<file path="src/rtl/matrix_pkg.sv">
// matrix_pkg: shared definitions for the packed 5x5 matrix bus.
// Contents:
//   ELEM_W, MAX_DIM, MAT_SLOT_W - geometry of one packed matrix slot
//   IDX_W                       - width of the row/column indices and m/n
//   state_t                     - stream FSM states (ST_SEP only with MATRIX_STREAM_SEP_EN)
//   elem_index()                - flat element index r*dim + c
package matrix_pkg;

  localparam int ELEM_W     = 8;
  localparam int MAX_DIM    = 5;
  localparam int MAT_SLOT_W = MAX_DIM * MAX_DIM * ELEM_W;
  localparam int IDX_W      = 3;

`ifdef MATRIX_STREAM_SEP_EN
  typedef enum logic [1:0] {
    ST_IDLE = 2'd0,
    ST_SEND = 2'd1,
    ST_SEP  = 2'd2,
    ST_DONE = 2'd3
  } state_t;
`else
  typedef enum logic [1:0] {
    ST_IDLE = 2'd0,
    ST_SEND = 2'd1,
    ST_DONE = 2'd3
  } state_t;
`endif

  // Element (r,c) sits at slot position r*dim + c.
  function automatic int unsigned elem_index(input logic [IDX_W-1:0] r,
                                             input logic [IDX_W-1:0] c,
                                             input int unsigned dim);
    return 32'(r) * dim + 32'(c);
  endfunction

endpackage

</file>
<file path="src/rtl/matrix_index_counter.sv">
// matrix_index_counter: row-major row/column walker for an m x n matrix.
// Ports:
//   clk, reset         - clock, synchronous active-high reset
//   clear              - restart at (0,0)
//   advance            - step to the next element (wraps col at n-1, row at m-1)
//   m_lim, n_lim       - active row/column counts (1..MAX_DIM)
//   row, col           - current indices
//   row_next, col_next - indices after the next advance
//   col_last, row_last - current position is at column n-1 / row m-1
//   next_col_last, next_row_last - same flags for the next position
module matrix_index_counter
  import matrix_pkg::*;
(
  input  logic             clk,
  input  logic             reset,
  input  logic             clear,
  input  logic             advance,
  input  logic [IDX_W-1:0] m_lim,
  input  logic [IDX_W-1:0] n_lim,
  output logic [IDX_W-1:0] row,
  output logic [IDX_W-1:0] col,
  output logic [IDX_W-1:0] row_next,
  output logic [IDX_W-1:0] col_next,
  output logic             col_last,
  output logic             row_last,
  output logic             next_col_last,
  output logic             next_row_last
);

  logic [IDX_W-1:0] row_reg;
  logic [IDX_W-1:0] col_reg;

  assign row      = row_reg;
  assign col      = col_reg;
  assign col_last = (col_reg == n_lim - IDX_W'(1));
  assign row_last = (row_reg == m_lim - IDX_W'(1));

  // Wrapping keeps both indices inside the active m x n window.
  always_comb begin
    col_next = col_reg + IDX_W'(1);
    row_next = row_reg;
    if (col_last) begin
      col_next = '0;
      row_next = row_last ? '0 : row_reg + IDX_W'(1);
    end
  end

  assign next_col_last = (col_next == n_lim - IDX_W'(1));
  assign next_row_last = (row_next == m_lim - IDX_W'(1));

  always_ff @(posedge clk) begin
    if (reset || clear) begin
      row_reg <= '0;
      col_reg <= '0;
    end else if (advance) begin
      row_reg <= row_next;
      col_reg <= col_next;
    end
  end

endmodule

</file>
<file path="src/rtl/matrix_stream_out.sv">
// matrix_stream_out: snapshots one packed matrix on start and streams its
// m x n active elements in row-major order over a valid/ready handshake.
// Optional feature macro: MATRIX_STREAM_SEP_EN inserts one separator beat
// (elem_sep=1, data 0) between rows; without it elem_sep is tied low.
// Ports:
//   clk, reset            - clock, synchronous active-high reset
//   start, m, n           - stream request and matrix dimensions (1..MAX_DIM)
//   src_valid, matrix_in  - upstream valid and packed matrix
//   elem_data/valid/ready - element beat handshake
//   elem_eol, elem_last   - beat ends a row / ends the matrix
//   elem_sep              - beat is a row separator
//   busy, done, error     - status: streaming, one-cycle completion, rejected start
module matrix_stream_out
  import matrix_pkg::*;
#(
  parameter int ELEM_W  = 8,
  parameter int MAX_DIM = 5
) (
  input  logic                              clk,
  input  logic                              reset,
  input  logic                              start,
  input  logic [IDX_W-1:0]                  m,
  input  logic [IDX_W-1:0]                  n,
  input  logic                              src_valid,
  input  logic [MAX_DIM*MAX_DIM*ELEM_W-1:0] matrix_in,
  output logic [ELEM_W-1:0]                 elem_data,
  output logic                              elem_valid,
  input  logic                              elem_ready,
  output logic                              elem_eol,
  output logic                              elem_last,
  output logic                              elem_sep,
  output logic                              busy,
  output logic                              done,
  output logic                              error
);

  localparam int SLOT_W = MAX_DIM * MAX_DIM * ELEM_W;

  state_t             state_reg;
  logic [SLOT_W-1:0]  snap_reg;
  logic [IDX_W-1:0]   m_reg;
  logic [IDX_W-1:0]   n_reg;
  logic [ELEM_W-1:0]  data_reg;
  logic               valid_reg;
  logic               eol_reg;
  logic               last_reg;
  logic               busy_reg;
  logic               done_reg;
  logic               error_reg;

  logic [IDX_W-1:0]   row, col, row_next, col_next;
  logic               col_last, row_last, next_col_last, next_row_last;
  logic               start_ok;
  logic               accept;
  logic [ELEM_W-1:0]  next_elem;

  assign start_ok = src_valid && (m != '0) && (n != '0) &&
                    (32'(m) <= MAX_DIM) && (32'(n) <= MAX_DIM);
  assign accept   = (state_reg == ST_IDLE) && start && start_ok;

  matrix_index_counter u_index (
    .clk           (clk),
    .reset         (reset),
    .clear         (accept),
    .advance       ((state_reg == ST_SEND) && elem_ready),
    .m_lim         (m_reg),
    .n_lim         (n_reg),
    .row           (row),
    .col           (col),
    .row_next      (row_next),
    .col_next      (col_next),
    .col_last      (col_last),
    .row_last      (row_last),
    .next_col_last (next_col_last),
    .next_row_last (next_row_last)
  );

  // Outputs are registered, so the beat after a transfer is looked up at
  // the counter's next position.
  assign next_elem = snap_reg[elem_index(row_next, col_next, MAX_DIM) * ELEM_W +: ELEM_W];

`ifdef MATRIX_STREAM_SEP_EN
  logic              sep_reg;
  logic [ELEM_W-1:0] cur_elem;
  // In SEP the counter already points at the first element of the next row.
  assign cur_elem = snap_reg[elem_index(row, col, MAX_DIM) * ELEM_W +: ELEM_W];
  assign elem_sep = sep_reg;
`else
  assign elem_sep = 1'b0;
`endif

  always_ff @(posedge clk) begin
    if (reset) begin
      state_reg <= ST_IDLE;
      m_reg     <= '0;
      n_reg     <= '0;
      data_reg  <= '0;
      valid_reg <= 1'b0;
      eol_reg   <= 1'b0;
      last_reg  <= 1'b0;
      busy_reg  <= 1'b0;
      done_reg  <= 1'b0;
      error_reg <= 1'b0;
`ifdef MATRIX_STREAM_SEP_EN
      sep_reg   <= 1'b0;
`endif
    end else begin
      done_reg  <= 1'b0;
      error_reg <= 1'b0;
      case (state_reg)
        ST_IDLE: begin
          if (start) begin
            if (start_ok) begin
              snap_reg  <= matrix_in;
              m_reg     <= m;
              n_reg     <= n;
              data_reg  <= matrix_in[ELEM_W-1:0];
              eol_reg   <= (n == IDX_W'(1));
              last_reg  <= (m == IDX_W'(1)) && (n == IDX_W'(1));
              valid_reg <= 1'b1;
              busy_reg  <= 1'b1;
              state_reg <= ST_SEND;
            end else begin
              error_reg <= 1'b1;
            end
          end
        end
        ST_SEND: begin
          if (elem_ready) begin
            if (col_last && row_last) begin
              data_reg  <= '0;
              valid_reg <= 1'b0;
              eol_reg   <= 1'b0;
              last_reg  <= 1'b0;
              busy_reg  <= 1'b0;
              done_reg  <= 1'b1;
              state_reg <= ST_DONE;
            end else begin
`ifdef MATRIX_STREAM_SEP_EN
              if (col_last) begin
                data_reg  <= '0;
                eol_reg   <= 1'b0;
                last_reg  <= 1'b0;
                sep_reg   <= 1'b1;
                state_reg <= ST_SEP;
              end else begin
                data_reg <= next_elem;
                eol_reg  <= next_col_last;
                last_reg <= next_col_last && next_row_last;
              end
`else
              data_reg <= next_elem;
              eol_reg  <= next_col_last;
              last_reg <= next_col_last && next_row_last;
`endif
            end
          end
        end
`ifdef MATRIX_STREAM_SEP_EN
        ST_SEP: begin
          if (elem_ready) begin
            sep_reg   <= 1'b0;
            data_reg  <= cur_elem;
            eol_reg   <= col_last;
            last_reg  <= col_last && row_last;
            state_reg <= ST_SEND;
          end
        end
`endif
        ST_DONE: begin
          state_reg <= ST_IDLE;
        end
        default: begin
          state_reg <= ST_IDLE;
        end
      endcase
    end
  end

  assign elem_data  = data_reg;
  assign elem_valid = valid_reg;
  assign elem_eol   = eol_reg;
  assign elem_last  = last_reg;
  assign busy       = busy_reg;
  assign done       = done_reg;
  assign error      = error_reg;

endmodule

</file>
<file path="config.mk">
export PLATFORM = sky130hd
export DESIGN_NAME = matrix_stream_out
export DESIGN_NICKNAME = d
export VERILOG_FILES = /design/src/rtl/matrix_pkg.sv /design/src/rtl/matrix_index_counter.sv /design/src/rtl/matrix_stream_out.sv
export SDC_FILE = /design/constraint.sdc
export NUM_CORES = 1
export LEC_CHECK = 0
export CORE_ASPECT_RATIO = 1.2
export CORE_MARGIN = 10
export CORE_UTILIZATION = 50
export CTS_BUF_LIST = sky130_fd_sc_hd__clkbuf_4 sky130_fd_sc_hd__clkbuf_8 sky130_fd_sc_hd__clkbuf_16
export DETAILED_ROUTE_END_ITERATION = 16
export MAX_ROUTING_LAYER = met4
export PLACE_DENSITY = 0.82
export SETUP_SLACK_MARGIN = 0.4
export SLEW_MARGIN = 25
export SYNTH_ARGS = -nofsm -noshare
export SYNTH_HDL_FRONTEND = slang
export SYNTH_SLANG_ARGS = --single-unit
export TNS_END_PERCENT = 100
</file>
<file path="constraint.sdc">
create_clock -name clk -period 10.53 [get_ports clk]
set_input_delay 3.159 -clock clk [delete_from_list [all_inputs] [get_ports clk]]
set_output_delay 3.159 -clock clk [all_outputs]
set_load 0.01 [all_outputs]
</file>
==> results.sh <==
export IMPL_synth_seq_area_share_pct=67.7
export IMPL_hold_violations=0
export IMPL_setup_viol=0
export IMPL_viasPerCell=5.68
export IMPL_syn_nets=841
export IMPL_gp_congestion=0.884
export IMPL_antenna_cells=0
export IMPL_critPathTopFamily="buffers and inverters"
export IMPL_worst_setup_path_end_kind="flip-flop"
export IMPL_clk_pin_slew_ps=60
export IMPL_path_cells="clkdlybuf4s50_1 -> nor4b_1 -> nand2_1 -> inv_8 -> buf_6"
export IMPL_cts_resized=0
export IMPL_nets=1058
export IMPL_routed_wl_um=25400
export IMPL_seqCellArea_um2=6550
export IMPL_dr_pass1_iters=5
export IMPL_ys_async_sr_fraction_pct=0
export IMPL_antenna_found_initial=0
export IMPL_initial_core_util_pct=51.1
export IMPL_placed_area_um2=12100
export IMPL_netlist_area_um2=9660
export IMPL_finalCriticalPeriod_ps=6000
export IMPL_wl_per_cell_um=22.9
export IMPL_r2r_slack_ps=5120
export IMPL_place_port_buffers=224
export IMPL_synth_edf_count=200
export IMPL_finalSetupTns_ps=0
export IMPL_postCtsHoldBufs=0
export IMPL_max_freq_mhz=167
export IMPL_finalNonFillerCells=1107
export IMPL_ys_flop_type="edfxtp_1"
export IMPL_status="complete, no violations"
export IMPL_cp_slowest_cell="clkdlybuf4s50_1"
export IMPL_finalMaxSlewViolations=0
export IMPL_clock_skew_ps=8.02
export IMPL_yosys_warnings=0
export IMPL_min_path_type="flip-flop to flip-flop"
export IMPL_dp_cells=1063
export IMPL_worstSkewPairLatency_ps=500
export IMPL_critPathBufInv=3
export IMPL_ir_worst_vdd_uv=167
export IMPL_fp_dieH_um=172
export IMPL_avgSynthCellArea_um2=15.7
export IMPL_drtIter0Drc=431
export IMPL_worstSetupStartpointType="input port"
export IMPL_ys_ff_latch=227
export IMPL_htree_levels=1
export IMPL_cts_sinks=227
export IMPL_worst_pin_slew_ps=981
export IMPL_arrival_ps=6120
export IMPL_crit_type="input port to flip-flop"
export IMPL_area_growth_pct=33.9
export IMPL_grt_usage_pct=19.8
export IMPL_cts_tree="built"
export IMPL_ios=226
export IMPL_period_share_pct=57.0
export IMPL_largest_reg_flops=200
export IMPL_route_detailed_drc=0
export IMPL_fill_cells=1257
export IMPL_power_leakage_nw=4.27
export IMPL_grt_setup_unrepaired="no"
export IMPL_num_rows=55
export IMPL_final_antenna_net_count=0
export IMPL_grt_pass1_wl_um=37500
export IMPL_drive_above_1_share_pct=13.0
export IMPL_crit_fanout=117
export IMPL_fin_total_pwr_mw=2.11
export IMPL_cp_required_ps=10660
export IMPL_finalWorstSetupSlack_ps=4530
export IMPL_root_buffer="clkbuf_16"
export IMPL_final_area_um2=12900
export IMPL_grt_overflow=0
export IMPL_cts_buffer_depth=3
export IMPL_hpwl_um=19000
export IMPL_synthesis_instances=616
export IMPL_grt_max_degree=118
export IMPL_post_route_util_pct=68.4
export IMPL_cts_buffers=24
export IMPL_die_w_um=147
export IMPL_max_cap_violations=0
export IMPL_hold_slack_ps=501
export IMPL_grt_pass1_vias=6763
export IMPL_power_density_nw_per_um2=163
export IMPL_coreArea_um2=18900
export IMPL_vias=6289
export IMPL_crit_path_max_incr_delay_ps=730
export IMPL_post_place_ws_ps=3820
export IMPL_maxSlewHeadroom_pct=34.6
export IMPL_multiInputGateArea_um2=2940
export IMPL_ys_types=63
export IMPL_die_area_um2=25300
export IMPL_post_cts_buffers=0
==> logic make-up after synthesis <==
kind of cell / synth area share [%]
other: 0.0388
and+or+nand+nor: 7.69
muxes: 9.32
AOI/OAI and AO/OA: 9.66
DFF: 67.7
xor gates and xnor gates: 1.40
buffers and inverters: 2.25
adders and majority gates: 1.89
==> final timing paths <==
check	startpoint	endpoint	depth (start not counted)
max reg2reg	m_reg[0]$_SDFFE_PP0P_	elem_data[2]$_SDFFE_PP0P_	14
max	reset	snap_reg[176]$_DFFE_PP_	5
min reg2reg	u_index.col[1]$_SDFFE_PP0P_	u_index.col[1]$_SDFFE_PP0P_	2
min	u_index.col[1]$_SDFFE_PP0P_	u_index.col[1]$_SDFFE_PP0P_	2
==> power by group <==
part	switching (mW)	internal, mW
clock	0.330	0.508
combinational	0.107	0.136
sequential	0.0122	1.01
total	0.450	1.66
==> synthesized netlist by cell type, types with 3 or more instances <==
cell       count  area [um^2]
mux2_2        16          180
buf_1          7         26.3
nand3_1       14         70.1
a21oi_1       15         75.1
or3_1          3         18.8
edfxtp_1     200         6010
nand2b_1       5         31.3
buf_2         12         60.1
a311oi_1       9         78.8
nor2b_1       22          138
mux4_2        32          721
a21o_1         4         30.0
o41ai_1        8         70.1
nor3_1         9         45.0
a211oi_1      18          135
o22ai_1       10         62.6
clkbuf_1      15         56.3
dfxtp_1       27          541
o2111ai_1     25          219
xnor2_1        8         70.1
o31ai_1        5         37.5
or2_2          4         25.0
nand2_1       56          210
ha_1          13          163
o21ai_0        9         45.0
inv_1         10         37.5
nor2_1        13         48.8
==> layer usage <==
| metal | track usage [%] | up-vias | part of all wire [%] |
|---|---|---|---|
| met4 | 6.56 | 0 | 3.0 |
| met5 | - | - | 0 |
| met3 | 3.16 | 48 | 4.9 |
| met2 | 35.7 | 266 | 55 |
| li1 | - | 2908 | - |
| met1 | 22.1 | 3067 | 37 |
==> worst reg2reg max path: cells and delay by family, from the launching register on <==
kind                       cells  cell delay [ps]
buffers and inverters          1               90
xor gates and xnor gates       1              220
adders and majority gates      4             1840
DFF                            1              440
and+or+nand+nor                2              950
AOI/OAI and AO/OA              6             1780
==> cells in the final DEF, fill, tap and decap left out, types with 3 or more instances in the layout <==
master,n
o41ai_1,8
clkinv_2,3
inv_1,9
o21ai_0,9
clkbuf_4,4
nand2_1,56
a21o_1,4
clkinvlp_4,3
o22ai_1,10
buf_4,4
a311oi_1,9
nor3_1,8
nor2_1,13
a211oi_1,18
o31ai_1,5
mux2_2,16
nand3_1,14
o2111ai_1,25
dfxtp_1,27
nor2b_1,22
edfxtp_1,200
xnor2_1,7
mux4_2,32
nand2b_1,5
ha_1,11
a21oi_1,15
or2_2,4
clkdlybuf4s50_1,224
clkinv_1,3
or3_1,3
clkbuf_16,25
==> cell type report <==
class | instances | area share (%)
clock buffer | 31 | 5.28
clock inverter | 13 | 0.976
inverter | 10 | 0.348
multi-input combinational | 341 | 22.7
sequential | 227 | 50.6
tap | 256 | 2.47
timing repair buffer | 229 | 17.6
No activity file was read; power rests on OpenSTA's default activity.
